[src/rtl/pipe_hazard_ctrl.sv]
// Pipeline hazard controller: load-use bubble insertion plus multiply/divide freeze.
// Outputs are combinational from the ID/EXE fields and the MDU wait state; reset forces a free-running pipe.
module pipe_hazard_ctrl #(
   parameter int MUL_CYCLES  = 4,
   parameter int DIV_TIMEOUT = 40
) (
   input  logic        clk,
   input  logic        rst,
   input  logic [4:0]  id_rs_raddr,
   input  logic [4:0]  id_rt_raddr,
   input  logic        id_rs_used,
   input  logic        id_rt_used,
   input  logic        id_mul_ena,
   input  logic        id_div_ena,
   input  logic [4:0]  exe_rf_waddr,
   input  logic        exe_rf_wena,
   input  logic        exe_is_load,
   input  logic        div_done,
   output logic        pc_wena,
   output logic        if_id_wena,
   output logic        id_exe_wena,
   output logic        id_exe_bubble,
   output logic        div_start,
   output logic        mdu_busy,
   output logic        mdu_timeout,
   output logic [15:0] stall_cycles
);

   typedef enum logic [1:0] {IDLE, MUL_WAIT, DIV_WAIT} state_t;

   localparam logic [5:0] MUL_LOAD = 6'(MUL_CYCLES - 1);
   localparam logic [5:0] DIV_LAST = 6'(DIV_TIMEOUT - 1);

   state_t      state_q, state_d;
   logic [5:0]  cnt_q, cnt_d;
   logic        mdu_timeout_q, mdu_timeout_d;
   logic [15:0] stall_cycles_q, stall_cycles_d;

   logic load_use;
   logic pc_en, if_id_en, id_exe_en, bubble_c, div_go;

   assign load_use = exe_is_load & exe_rf_wena & (exe_rf_waddr != 5'd0) &
                     ((id_rs_used & (id_rs_raddr == exe_rf_waddr)) |
                      (id_rt_used & (id_rt_raddr == exe_rf_waddr)));

   always_comb begin
      state_d       = state_q;
      cnt_d         = cnt_q;
      mdu_timeout_d = mdu_timeout_q;
      pc_en         = 1'b1;
      if_id_en      = 1'b1;
      id_exe_en     = 1'b1;
      bubble_c      = 1'b0;
      div_go        = 1'b0;
      case (state_q)
         IDLE: begin
            if (load_use) begin
               pc_en    = 1'b0;
               if_id_en = 1'b0;
               bubble_c = 1'b1;
            end else if (id_div_ena) begin
               div_go  = 1'b1;
               cnt_d   = 6'd0;
               state_d = DIV_WAIT;
            end else if (id_mul_ena && (MUL_CYCLES > 1)) begin
               cnt_d   = MUL_LOAD;
               state_d = MUL_WAIT;
            end
         end
         MUL_WAIT: begin
            pc_en     = 1'b0;
            if_id_en  = 1'b0;
            id_exe_en = 1'b0;
            cnt_d     = cnt_q - 6'd1;
            if (cnt_q == 6'd1) begin
               state_d = IDLE;
            end
         end
         DIV_WAIT: begin
            // Divider answer wins over a timeout landing in the same cycle.
            if (div_done) begin
               state_d = IDLE;
            end else if (cnt_q == DIV_LAST) begin
               state_d       = IDLE;
               mdu_timeout_d = 1'b1;
            end else begin
               pc_en     = 1'b0;
               if_id_en  = 1'b0;
               id_exe_en = 1'b0;
               cnt_d     = cnt_q + 6'd1;
            end
         end
         default: begin
            state_d = IDLE;
            cnt_d   = 6'd0;
         end
      endcase
   end

   assign pc_wena       = rst | pc_en;
   assign if_id_wena    = rst | if_id_en;
   assign id_exe_wena   = rst | id_exe_en;
   assign id_exe_bubble = ~rst & bubble_c;
   assign div_start     = ~rst & div_go;
   assign mdu_busy      = ~rst & (state_q != IDLE);
   assign mdu_timeout   = mdu_timeout_q;
   assign stall_cycles  = stall_cycles_q;

   always_comb begin
      stall_cycles_d = stall_cycles_q;
      if (!pc_wena && (stall_cycles_q != 16'hFFFF)) begin
         stall_cycles_d = stall_cycles_q + 16'd1;
      end
   end

   always_ff @(posedge clk or posedge rst) begin
      if (rst) begin
         state_q        <= IDLE;
         cnt_q          <= 6'd0;
         mdu_timeout_q  <= 1'b0;
         stall_cycles_q <= 16'd0;
      end else begin
         state_q        <= state_d;
         cnt_q          <= cnt_d;
         mdu_timeout_q  <= mdu_timeout_d;
         stall_cycles_q <= stall_cycles_d;
      end
   end

endmodule

[config.mk]
export PLATFORM = sky130hd
export DESIGN_NAME = pipe_hazard_ctrl
export DESIGN_NICKNAME = d
export VERILOG_FILES = /design/src/rtl/pipe_hazard_ctrl.sv
export SDC_FILE = /design/constraint.sdc
export NUM_CORES = 1
export LEC_CHECK = 0
export CORE_ASPECT_RATIO = 0.75
export CORE_MARGIN = 10
export CORE_UTILIZATION = 46
export CTS_BUF_LIST = sky130_fd_sc_hd__clkbuf_4 sky130_fd_sc_hd__clkbuf_8
export DETAILED_ROUTE_END_ITERATION = 16
export PLACE_DENSITY = 0.77
export REMOVE_ABC_BUFFERS = 1
export SLEW_MARGIN = 20
export SYNTH_ARGS = -nofsm -noshare
export SYNTH_HDL_FRONTEND = slang
export SYNTH_SLANG_ARGS = --single-unit
[constraint.sdc]
create_clock -name clk -period 2.06 [get_ports clk]
set_input_delay 0.206 -clock clk [delete_from_list [all_inputs] [get_ports clk]]
set_output_delay 0.206 -clock clk [all_outputs]
set_load 0.01 [all_outputs]
==> metrics.log, run 1 <==
[metrics] routed wire length per instance: 15.7 microns
[metrics] Antenna Violating Nets Remaining: 0
[metrics] part of the power in the clock network: 11.6%
[metrics] count of routing violations after the opening detailed-route iteration: just over 100
[metrics] Slew HR: between 70 and 80%
[metrics] Post-synth top flop: sky130_fd_sc_hd__dfrtp_1
[metrics] flop and latch count out of synthesis: 25
[metrics] adder and majority cell fraction of the synthesized area: under 10%
[metrics] outcome: complete, no violations
[metrics] min Tclk post-route: 2.04 ns
[metrics] Comb power frac: around three fifths
[metrics] proportion of total power due to net switching: 39.6%
[metrics] critical path start-end classification: reg -> reg
[metrics] cell with the largest stage delay on the worst path: sky130_fd_sc_hd__dfrtp_1
[metrics] CTS H-tree depth: 1
[metrics] worst setup slack for register-to-register paths: about 0.015 ns
[metrics] vias in the first global route: about 1600
[metrics] TritonCTS clock tree: done
[metrics] buffer levels on the longest clock path: 2
[metrics] wire length of the first global-routing pass: ~7600 microns
[metrics] cell area after technology mapping: 0.00170 sq mm
[metrics] port bufs: 46
[metrics] vertical die dimension: a little over 70 microns
[metrics] Layout fillers: 277
[metrics] fraction of the mapped netlist area in simple logic gates: 24.0%
[metrics] Clock Skew: 0.00761 ns
[metrics] Post-Synthesis Cells: 179
[metrics] number of non-filler instances in the completed layout: 304
[metrics] P per Cell Area: 995 mW/mm^2
[metrics] multiplexer area fraction after synthesis: 2.50%
[metrics] Async S/R FF share, synth: 100%
[metrics] Syn Area/Cell: 9.50 sq um
[metrics] cts-stage hold buffer count: 0
[metrics] DR vias/cell: 5.33
[metrics] DPL Wire Length: about 3500 microns
[metrics] distinct cell type count of the synthesized netlist: 52
[metrics] RSZ-0062 raised after global routing: true
[metrics] number of vias after detailed routing: 1620
[metrics] sequential fraction of the synthesis area: 36.8%
[metrics] total die area: ~0.0066 sq mm
[metrics] overall track demand over capacity in global routing: between 10% and 20%
[metrics] post-synthesis xor/xnor area fraction: 13.9%
[metrics] worst hold slack across all endpoints: 0.412 ns
[metrics] total of max-cap violations: 0
[metrics] DRC errors left: 0
[metrics] leftover overflow at the end of global routing: 0
[metrics] number of antenna repair diodes: 0
[metrics] initial standard-cell utilization of the core: 47.1%
[metrics] main combinational cell family by area after synthesis: simple AND/OR/NAND/NOR gates
[metrics] Tightest Hold Check Type: in -> async
[metrics] origin of the critical flop-to-flop path: cnt_q[0]$_DFFE_PP0P_
[metrics] reg-to-reg endpoint: stall_cycles[1]$_DFFE_PP0P_
[metrics] worst-skew pair later-pin latency: 0.27 ns
[metrics] final hold violations: 0
[metrics] number of synthesized flops with an enable pin: 0
[metrics] depth of the worst register-to-register path: 8
[metrics] Num CTS Buffers: 3
[metrics] share of layout cells above drive strength 1: 23.4%
[metrics] largest net degree at the start of global routing: 26
[metrics] Synth Area in Compound Gates: 15.4%
[metrics] Setup crit end kind: flop
[metrics] clk slew on worst S/H paths: ~0.090 ns
[metrics] IO Pins: 47
[metrics] first-pass iteration count of the detailed router: 4
[metrics] largest fanout of any net on the critical path: 8
[metrics] Horiz. Die Dim: about 90 microns
[metrics] leakage power of the design: 1.15 nW
[metrics] NetSw: 1.02 mW
[metrics] clk root buf: sky130_fd_sc_hd__clkbuf_8
[metrics] cells along the critical path: ha_2 > nand3b_1 > o311ai_4 > or2_1 > a21boi_4 > buf_8 > nor2_4 > mux2_4
[metrics] data arrival at the endpoint of the critical path: approximately 2.2 ns
[metrics] setup violators final: 0
[metrics] measured slew at the worst slew-check pin: 0.337 ns
[metrics] data required time of the critical path: roughly 2.2 ns
[metrics] max-slew violation count: 0
[metrics] Routed WL: 4760 microns
[metrics] Synth warnings: 0
[metrics] sequential cell fraction of total power: approximately 28%
[metrics] post-synthesis to final-layout area growth: 51.9%
[metrics] IR Drop Worst-Case VDD: 0.000806 V
[metrics] internal power component: 1.55 mW
[metrics] number of antenna violations at the first check in global routing: 0
[metrics] number of sinks driven by the clock tree: 25
[metrics] core area: 0.00361 sq mm
[metrics] number of rows created at floorplan: 19
[metrics] fmax: 489 MHz
[metrics] net count of the finished layout: 281
[metrics] biggest cell delay along the critical path: 0.36 ns
[metrics] Period Utilization, post-route: 99.3%
[metrics] cell count after placement: 295
[metrics] Worst Setup Start Kind: flop
[metrics] final estimated routing congestion in global placement: 0.921
## what timing repair did
item,in CTS,in global routing
gates resized for setup,18,26
cloned,0,1
pin swaps,0,5
endpoints found under the setup margin,12,13
buffers inserted,0,4
## logic make-up after synthesis
logic type	Yosys count
and+or+nand+nor	71
DFF	25
adders and majority gates	4
muxes	4
AOI/OAI and AO/OA	33
buffers and inverters	15
xor gates and xnor gates	27
## flip-flops by register name (all words and copies together), names as in the netlist
signal        count
mdu_timeout       1
cnt_q             6
stall_cycles     16
state_q           2
## metal layers
metal | track usage (%) | share of wire (%) | routed length, microns
met1 | 19.8 | 53 | 2520
met4 | 0.528 | 0.15 | 7
met3 | 3.08 | 4.7 | 224
met2 | 20.6 | 42 | 2020
met5 | 0 | 0 | 0
## cells in the final DEF (no fill, tap or decap), types with 2 or more instances in the layout
master	Yosys	final
sky130_fd_sc_hd__clkdlybuf4s50_1	0	36
sky130_fd_sc_hd__buf_4	1	29
sky130_fd_sc_hd__dfrtp_1	25	24
sky130_fd_sc_hd__xor2_1	14	14
sky130_fd_sc_hd__nand2_1	13	13
sky130_fd_sc_hd__xnor2_1	13	13
sky130_fd_sc_hd__nor2_1	10	9
sky130_fd_sc_hd__inv_1	8	8
sky130_fd_sc_hd__nand4_1	7	7
sky130_fd_sc_hd__nor3_1	7	7
sky130_fd_sc_hd__nor2b_1	5	5
sky130_fd_sc_hd__o21ai_0	5	5
sky130_fd_sc_hd__a21oi_1	4	4
sky130_fd_sc_hd__nand3_1	4	4
sky130_fd_sc_hd__dlymetal6s2s_1	0	4
sky130_fd_sc_hd__a21o_1	3	3
sky130_fd_sc_hd__nand3b_1	3	3
sky130_fd_sc_hd__nor2_4	1	3
sky130_fd_sc_hd__nor4_2	1	3
sky130_fd_sc_hd__o22ai_1	4	3
sky130_fd_sc_hd__clkbuf_8	0	3
sky130_fd_sc_hd__and3_1	2	2
sky130_fd_sc_hd__nand2b_1	2	2
sky130_fd_sc_hd__nor3b_1	2	2
sky130_fd_sc_hd__a31oi_1	2	2
sky130_fd_sc_hd__mux2i_1	2	2
sky130_fd_sc_hd__o31ai_1	2	2
sky130_fd_sc_hd__ha_1	4	2
sky130_fd_sc_hd__ha_2	0	2
sky130_fd_sc_hd__buf_6	2	2
## area by class of cell
cell class                 instances  area, sq um  share of cell area, %
sequential                        25          627                   24.3
timing repair buffer              76          714                   27.7
clock inverter                     1         7.51                  0.291
inverter                           8         30.0                   1.16
tap                               52         65.1                   2.52
multi-input combinational        139         1100                   42.5
clock buffer                       3         41.3                   1.60
## how the worst max path moves through the flow
stage                              endpoint  slack [ns]  cells after the start                 start
2_1_floorplan   stall_cycles[1]$_DFFE_PP0P_       -0.15                      7  cnt_q[0]$_DFFE_PP0P_
3_3_place_gp                        pc_wena       -0.37                      6       exe_rf_waddr[3]
3_5_place_dp                      div_start       -0.39                      6       exe_rf_waddr[3]
4_1_cts                           div_start       -0.03                      6       exe_rf_waddr[1]
5_1_grt        stall_cycles[14]$_DFFE_PP0P_       -0.07                      9  cnt_q[0]$_DFFE_PP0P_
6_report        stall_cycles[1]$_DFFE_PP0P_        0.02                      8  cnt_q[0]$_DFFE_PP0P_
## stage by stage
step | setup slack (ns) | cell area (sq um) | TNS [ns] | utilization (%) | total power [mW]
after detailed placement | -0.385 | 2370 | -6.58 | 65.5 | 2.11
after global routing | -0.0722 | 2580 | -0.626 | 71.5 | 2.75
after global placement | -0.368 | 2370 | -5.77 | 65.5 | 2.09
after CTS | -0.0312 | 2430 | -0.0312 | 67.2 | 2.41
final | 0.0153 | 2580 | 0 | 71.5 | 2.57
after floorplan | -0.149 | 1650 | -0.448 | - | 1.48
## worst max-delay path, delay by kind of cell, from the launching register on
kind | cells | cell delay (ns)
AOI/OAI and AO/OA | 2 | 0.58
adders and majority gates | 1 | 0.18
buffers and inverters | 1 | 0.17
DFF | 1 | 0.36
muxes | 1 | 0.29
and+or+nand+nor | 3 | 0.34
## Yosys cell counts (2+ instances only)
master / number / share of area [%]
sky130_fd_sc_hd__dfrtp_1: 25 / 37
sky130_fd_sc_hd__xor2_1: 14 / 7.2
sky130_fd_sc_hd__nand2_1: 13 / 2.9
sky130_fd_sc_hd__xnor2_1: 13 / 6.7
sky130_fd_sc_hd__nor2_1: 10 / 2.2
sky130_fd_sc_hd__inv_1: 8 / 1.8
sky130_fd_sc_hd__nand4_1: 7 / 2.6
sky130_fd_sc_hd__nor3_1: 7 / 2.1
sky130_fd_sc_hd__nor2b_1: 5 / 1.8
sky130_fd_sc_hd__o21ai_0: 5 / 1.5
sky130_fd_sc_hd__a21oi_1: 4 / 1.2
sky130_fd_sc_hd__ha_1: 4 / 2.9
sky130_fd_sc_hd__nand3_1: 4 / 1.2
sky130_fd_sc_hd__nor4_1: 4 / 1.5
sky130_fd_sc_hd__o22ai_1: 4 / 1.5
sky130_fd_sc_hd__a21o_1: 3 / 1.3
sky130_fd_sc_hd__clkbuf_1: 3 / 0.66
sky130_fd_sc_hd__nand3b_1: 3 / 1.3
sky130_fd_sc_hd__a31oi_1: 2 / 0.74
sky130_fd_sc_hd__and3_1: 2 / 0.74
sky130_fd_sc_hd__buf_6: 2 / 1.3
sky130_fd_sc_hd__mux2_1: 2 / 1.3
sky130_fd_sc_hd__mux2i_1: 2 / 1.2
sky130_fd_sc_hd__nand2b_1: 2 / 0.74
sky130_fd_sc_hd__nor3b_1: 2 / 0.88
sky130_fd_sc_hd__nor4b_1: 2 / 1.0
sky130_fd_sc_hd__o31ai_1: 2 / 0.88
## power by group through the flow
stage	sequential, mW	clock, mW	combinational, mW
3_5_place_dp	0.714	0	1.40
4_1_cts	0.708	0.304	1.40
5_1_grt	0.729	0.325	1.69
6_report	0.713	0.298	1.56
2_1_floorplan	0.846	0	0.635
3_3_place_gp	0.711	0	1.37
(Power assumes the default switching activity.)
==> run 2, diff against run 1 <==
--- a/config.mk
+++ b/config.mk
@@ -10,7 +10,7 @@
 export CORE_UTILIZATION = 46
 export CTS_BUF_LIST = sky130_fd_sc_hd__clkbuf_4 sky130_fd_sc_hd__clkbuf_8
 export DETAILED_ROUTE_END_ITERATION = 16
-export PLACE_DENSITY = 0.77
+export DONT_BUFFER_PORTS = 1
 export REMOVE_ABC_BUFFERS = 1
 export SLEW_MARGIN = 20
 export SYNTH_ARGS = -nofsm -noshare
==> constraint.sdc (replaced) <==
create_clock -name clk -period 1.75 [get_ports clk]
set_input_delay 0.175 -clock clk [delete_from_list [all_inputs] [get_ports clk]]
set_output_delay 0.175 -clock clk [all_outputs]
set_load 0.01 [all_outputs]
==> run 2 against run 1 <==
Against the previous run:
- worst setup slack worse by 0.38 ns
- hold slack worse by 0.33 ns
- routed wire length up 27%
- cell count fell by 4.3%
- combinational power rose by 50%
- non-clock buffer count fell by 13
- highest routed layer unchanged
- utilization is 1.2 points lower
- first-iteration DRC count rose by 71%
- critical path type is now reg -> out
- critical path depth fell by 1
- the flow now finishes with violations (setup timing)
- via count increased by 7.6%
- critical endpoint is now if_id_wena
- sequential power rose by 18%
- global-route usage is 4.4 points higher
==> metrics.log, run 2 (synthesis gave the netlist of run 1 again) <==
[metrics] P per Cell Area: 1400 mW/mm^2
[metrics] largest net degree at the start of global routing: 26
[metrics] critical path start-end classification: reg -> out
[metrics] number of non-filler instances in the completed layout: about 290
[metrics] part of the power in the clock network: 10.4%
[metrics] Horiz. Die Dim: 90.2 microns
[metrics] IR Drop Worst-Case VDD: around 0.00075 V
[metrics] Largest register FFs: 16
[metrics] total die area: 0.00655 sq mm
[metrics] number of sinks driven by the clock tree: 25
[metrics] clk root buf: sky130_fd_sc_hd__clkbuf_8
[metrics] Comb power frac: 65.9%
[metrics] Setup crit end kind: output pin
[metrics] DPL Wire Length: ~4000 microns
[metrics] most frequent cells in the layout: 55 x sky130_fd_sc_hd__buf_4, 25 x sky130_fd_sc_hd__dfrtp_1, 14 x sky130_fd_sc_hd__xor2_1
[metrics] Routed WL: 6040 microns
[metrics] number of vias after detailed routing: 1743
[metrics] DRC errors left: 0
[metrics] data arrival at the endpoint of the critical path: 1.94 ns
[metrics] CTS H-tree depth: 1
[metrics] net count of the finished layout: 268
[metrics] final hold violations: 0
[metrics] min Tclk post-route: 2.11 ns
[metrics] max-slew violation count: 0
[metrics] wire length of the first global-routing pass: 9570 microns
[metrics] first-pass iteration count of the detailed router: 4
[metrics] internal power component: 2.03 mW
[metrics] vias in the first global route: between 1500 and 2000
[metrics] overall track demand over capacity in global routing: 17.9%
[metrics] core area: 0.00361 sq mm
[metrics] count of routing violations after the opening detailed-route iteration: 174
[metrics] leftover overflow at the end of global routing: 0
[metrics] port bufs: 0
[metrics] leakage power of the design: 1.11 nW
[metrics] Clock Skew: 0.0113 ns
[metrics] initial standard-cell utilization of the core: ~47%
[metrics] worst setup margin: -0.363 ns
[metrics] largest fanout of any net on the critical path: 3
[metrics] worst hold slack across all endpoints: 0.0780 ns
[metrics] share of layout cells above drive strength 1: 41.4%
[metrics] Tightest Hold Check Type: in -> reg
[metrics] worst-skew pair later-pin latency: 0.28 ns
[metrics] IO Pins: 47
[metrics] post-synthesis to final-layout area growth: 49.2%
[metrics] data required time of the critical path: 1.57 ns
[metrics] failing checks: setup timing
[metrics] final estimated routing congestion in global placement: ~0.90
[metrics] number of rows created at floorplan: 19
[metrics] Layout fillers: 265
[metrics] number of antenna violations at the first check in global routing: 0
[metrics] measured slew at the worst slew-check pin: around 0.47 ns
[metrics] NetSw: 1.52 mW
[metrics] vertical die dimension: 72.7 microns
[metrics] proportion of total power due to net switching: 42.8%
[metrics] Worst Setup Start Kind: flop
[metrics] commonest non-fill, non-tap cell in the layout: sky130_fd_sc_hd__buf_4
[metrics] Antenna Violating Nets Remaining: 0
[metrics] number of antenna repair diodes: 0
[metrics] core occupancy in the finished layout: ~70%
[metrics] Slew HR: 68.3%
[metrics] clk slew on worst S/H paths: 0.10 ns
[metrics] cell count after placement: 270
[metrics] setup violators final: 25
[metrics] total of max-cap violations: 0
[metrics] DR vias/cell: 5.99
[metrics] outcome: finished with violations
[metrics] routed wire length per instance: 20.8 microns
[metrics] Num CTS Buffers: 3
[metrics] TritonCTS clock tree: done
[metrics] RSZ-0062 raised after global routing: true
[metrics] buffer levels on the longest clock path: 2
[metrics] Period Utilization, post-route: 121%
[metrics] fmax: roughly 470 MHz
[metrics] sequential cell fraction of total power: a little under a quarter
-- run 2: cell types whose count changed in the layout (fill, tap and decap cells not counted), moves of 2 or more --
| cell | change |
|---|---|
| sky130_fd_sc_hd__buf_4 | +26 |
| sky130_fd_sc_hd__buf_6 | +5 |
| sky130_fd_sc_hd__clkdlybuf4s50_1 | -36 |
| sky130_fd_sc_hd__dlymetal6s2s_1 | -4 |
| sky130_fd_sc_hd__nor3_1 | -5 |
| sky130_fd_sc_hd__nor3_2 | +2 |
| sky130_fd_sc_hd__nor3_4 | +3 |
| sky130_fd_sc_hd__nor3b_4 | +2 |
| sky130_fd_sc_hd__nor4_2 | -3 |
| sky130_fd_sc_hd__nor4_4 | +4 |
-- run 2: per-layer routing --
layer  GRT usage [%]  vias to the layer above  wire, microns
met4            5.28                        0            134
met5               0                        -              0
met3            5.86                       18            696
met1            21.9                      839           2400
li1                -                      767              -
met2            29.8                      119           2820
-- run 2: stage by stage --
step / area, sq um / total power, mW / worst slack, ns / TNS (ns)
final: 2540 / 3.55 / -0.363 / -6.55
after global routing: 2540 / 3.76 / -0.447 / -8.46
after CTS: 2440 / 3.21 / -0.263 / -4.01
after detailed placement: 2060 / 2.45 / -0.219 / -2.36
after global placement: 2060 / 2.37 / -0.131 / -0.884
after floorplan: 1650 / 1.74 / -0.459 / -5.74
-- run 2: worst max-delay path, stage by stage (launching register included) --
cell	delay, ns
sky130_fd_sc_hd__dfrtp_1	0.39
sky130_fd_sc_hd__ha_2	0.20
sky130_fd_sc_hd__nand3b_1	0.15
sky130_fd_sc_hd__o311ai_4	0.29
sky130_fd_sc_hd__or2_1	0.18
sky130_fd_sc_hd__a21boi_4	0.22
sky130_fd_sc_hd__buf_6	0.13
sky130_fd_sc_hd__buf_6	0.11
-- run 2: worst paths after layout --
kind	from	cells past startpoint	to	slack, ns
setup / recovery	cnt_q[1]$_DFFE_PP0P_	7	if_id_wena	-0.36
hold / removal	id_div_ena	2	state_q[1]$_DFFE_PP0P_	0.08
setup reg to reg	cnt_q[1]$_DFFE_PP0P_	9	stall_cycles[15]$_DFFE_PP0P_	-0.33
hold reg to reg	mdu_timeout$_DFFE_PP0P_	1	mdu_timeout$_DFFE_PP0P_	0.54
max in group asynchronous	rst	3	cnt_q[3]$_DFFE_PP0P_	1.00
min in group asynchronous	rst	3	stall_cycles[12]$_DFFE_PP0P_	0.49
-- run 2: area by class of cell --
| cell class | count | area (sq um) | area share, % |
|---|---|---|---|
| well taps | 52 | 65.1 | 2.56 |
| clock buffers | 4 | 48.8 | 1.92 |
| flip-flops and latches | 25 | 626 | 24.7 |
| inverters | 8 | 33.8 | 1.33 |
| repair buffers | 63 | 502 | 19.8 |
| multi-input cells | 139 | 1260 | 49.8 |
-- run 2: repair_timing --
action,4_1_cts,5_1_grt
hold endpoints to repair,25,0
gates cloned,0,0
hold buffers,1,0
gates resized for setup,39,14
pin swaps,17,13
setup endpoints to repair,24,25
setup buffers,14,7
-- run 2: power groups by stage --
| stage | combinational [mW] | clock [mW] | sequential [mW] |
|---|---|---|---|
| floorplan | 0.748 | 0 | 0.996 |
| global placement | 1.55 | 0 | 0.820 |
| detailed placement | 1.62 | 0 | 0.830 |
| CTS | 2.02 | 0.368 | 0.823 |
| global route | 2.52 | 0.388 | 0.857 |
| finish | 2.34 | 0.370 | 0.842 |
==> run 3, diff against run 2 <==
--- a/config.mk
+++ b/config.mk
@@ -5,12 +5,15 @@
 export SDC_FILE = /design/constraint.sdc
 export NUM_CORES = 1
 export LEC_CHECK = 0
+export CELL_PAD_IN_SITES_DETAIL_PLACEMENT = 1
+export CELL_PAD_IN_SITES_GLOBAL_PLACEMENT = 2
 export CORE_ASPECT_RATIO = 0.75
 export CORE_MARGIN = 10
-export CORE_UTILIZATION = 46
+export CORE_UTILIZATION = 35
 export CTS_BUF_LIST = sky130_fd_sc_hd__clkbuf_4 sky130_fd_sc_hd__clkbuf_8
 export DETAILED_ROUTE_END_ITERATION = 16
 export DONT_BUFFER_PORTS = 1
+export PLACE_DENSITY_LB_ADDON = 0.1
 export REMOVE_ABC_BUFFERS = 1
 export SLEW_MARGIN = 20
 export SYNTH_ARGS = -nofsm -noshare
==> run 3 against run 2 <==
Against the previous run:
- the flow still finishes with violations (setup timing)
- via count fell by 8.1%
- sequential cell count did not move
- register-to-register slack improved by 0.07 ns
- hold slack got worse by 0.011 ns
- critical endpoint unchanged
- highest routed layer unchanged
==> metrics.log, run 3 (synthesis gave the netlist of run 1 again) <==
[metrics] failing checks: setup timing
[metrics] setup violators final: 25
[metrics] Clock Skew: around 0.012 ns
[metrics] setup total negative slack: -4.00 ns
[metrics] IO Pins: 47
[metrics] Largest register FFs: 16
[metrics] vias in the first global route: approximately 1800
[metrics] net count of the finished layout: between 200 and 300
[metrics] overall track demand over capacity in global routing: 14.0%
[metrics] CTS H-tree depth: 1
[metrics] clk slew on worst S/H paths: approximately 0.09 ns
[metrics] Setup crit end kind: output pin
[metrics] final hold violations: 0
[metrics] min Tclk post-route: roughly 2.0 ns
[metrics] largest net degree at the start of global routing: 26
[metrics] origin of the critical flop-to-flop path: cnt_q[0]$_DFFE_PP0P_
[metrics] reg-to-reg endpoint: stall_cycles[1]$_DFFE_PP0P_
[metrics] DPL Wire Length: 4230 microns
[metrics] IR Drop Worst-Case VDD: 0.000643 V
[metrics] Horiz. Die Dim: 100 microns
[metrics] share of layout cells above drive strength 1: 42.1%
[metrics] DRC errors left: 0
[metrics] data arrival at the endpoint of the critical path: 1.84 ns
[metrics] post-synthesis to final-layout area growth: 47.3%
[metrics] number of antenna repair diodes: 0
[metrics] number of vias after detailed routing: between 1500 and 2000
[metrics] final estimated routing congestion in global placement: 0.867
[metrics] wire length of the first global-routing pass: 9300 microns
[metrics] worst-skew pair later-pin latency: 0.27 ns
[metrics] buffer levels on the longest clock path: 2
[metrics] count of routing violations after the opening detailed-route iteration: 37
[metrics] Antenna Violating Nets Remaining: 0
[metrics] depth of the worst register-to-register path: 8
[metrics] end point of the critical path: if_id_wena
[metrics] routed wire length per instance: 18.8 microns
[metrics] most frequent cells in the layout: 54 x sky130_fd_sc_hd__buf_4, 25 x sky130_fd_sc_hd__dfrtp_1, 14 x sky130_fd_sc_hd__xor2_1
[metrics] worst setup margin: -0.265 ns
[metrics] total of max-cap violations: 0
[metrics] P per Cell Area: 1330 mW/mm^2
[metrics] fmax: roughly 500 MHz
[metrics] measured slew at the worst slew-check pin: 0.362 ns
[metrics] clk root buf: sky130_fd_sc_hd__clkbuf_8
[metrics] number of rows created at floorplan: 21
[metrics] initial standard-cell utilization of the core: 37.2%
[metrics] max-slew violation count: 0
[metrics] CP startpoint: cnt_q[0]$_DFFE_PP0P_
[metrics] port bufs: 0
[metrics] largest fanout of any net on the critical path: 2
[metrics] first-pass iteration count of the detailed router: 4
[metrics] total die area: 0.00807 sq mm
[metrics] Worst Setup Start Kind: flop
[metrics] Slew HR: 75.5%
[metrics] leakage power of the design: 1.12 nW
[metrics] data required time of the critical path: 1.57 ns
[metrics] number of sinks driven by the clock tree: 25
[metrics] worst hold slack across all endpoints: 0.0665 ns
[metrics] core area: 0.00457 sq mm
[metrics] worst setup slack for register-to-register paths: -0.26 ns
[metrics] outcome: finished with violations
[metrics] critical path start-end classification: reg -> out
[metrics] Period Utilization, post-route: 115%
[metrics] commonest non-fill, non-tap cell in the layout: sky130_fd_sc_hd__buf_4
[metrics] vertical die dimension: 80.4 microns
[metrics] Layout fillers: approximately 500
[metrics] start point of the worst min-delay path: id_div_ena
[metrics] DR vias/cell: roughly 5.4
[metrics] number of antenna violations at the first check in global routing: 0
[metrics] TritonCTS clock tree: done
[metrics] Routed WL: 5600 microns
[metrics] leftover overflow at the end of global routing: 0
[metrics] Tightest Hold Check Type: in -> reg
[metrics] RSZ-0062 raised after global routing: true
[metrics] Num CTS Buffers: 3
## run 3: repair_timing
| item | in CTS | in global routing |
|---|---|---|
| hold buffers | 1 | 0 |
| buffers inserted | 13 | 4 |
| gates resized for setup | 21 | 28 |
| endpoints found under the setup margin | 25 | 26 |
| hold endpoints to repair | 25 | 0 |
| cloned | 0 | 0 |
| pin swaps | 6 | 13 |
## run 3: metal layers
layer	share of wire [%]	GRT usage, %
met1	47	17.4
met2	46	23.1
met3	6.8	4.79
met4	0.29	2.54
met5	0	0
## run 3: final cells by class
| cell class | instances | area [sq um] | area share (%) |
|---|---|---|---|
| Timing Repair Buffer | 64 | 520 | 20.8 |
| Clock buffer | 4 | 48.8 | 1.95 |
| Multi-Input combinational cell | 139 | 1210 | 48.3 |
| Sequential cell | 25 | 626 | 25.0 |
| Tap cell | 57 | 71.3 | 2.85 |
| Inverter | 8 | 30.0 | 1.20 |
## run 3: how the worst min path moves through the flow
stage / to / slack (ns) / cells past startpoint
after floorplan: cnt_q[0]$_DFFE_PP0P_ / 0.21 / 1
final: state_q[1]$_DFFE_PP0P_ / 0.07 / 2
after detailed placement: state_q[1]$_DFFE_PP0P_ / 0.18 / 2
after global routing: state_q[1]$_DFFE_PP0P_ / 0.09 / 2
after CTS: state_q[1]$_DFFE_PP0P_ / 0.06 / 2
after global placement: stall_cycles[8]$_DFFE_PP0P_ / 0.18 / 2
## run 3: power breakdown
part | total [mW] | leakage, nW | internal [mW] | switching [mW]
Combinational | 2.14 | 0.775 | 1.07 | 1.07
Sequential | 0.819 | 0.320 | 0.726 | 0.0934
Clock | 0.366 | 0.0262 | 0.179 | 0.187
Total | 3.33 | 1.12 | 1.97 | 1.35
## run 3: stage by stage
stage	setup slack (ns)	instances	cell area, sq um	power (mW)	utilization (%)
after floorplan	-0.459	172	1650	1.74	-
after global routing	-0.394	297	2500	3.57	54.8
after detailed placement	-0.272	279	2100	2.49	45.9
after global placement	-0.122	279	2100	2.43	45.9
after CTS	-0.278	297	2360	3.12	51.6
final	-0.265	297	2500	3.33	54.8
## run 3: worst max-delay path: stages (launching register included)
cell,delay [ns]
sky130_fd_sc_hd__dfrtp_1,0.38
sky130_fd_sc_hd__ha_2,0.21
sky130_fd_sc_hd__nand3b_1,0.11
sky130_fd_sc_hd__o311ai_2,0.27
sky130_fd_sc_hd__or2_1,0.17
sky130_fd_sc_hd__a21boi_4,0.20
sky130_fd_sc_hd__buf_6,0.12
sky130_fd_sc_hd__buf_6,0.11
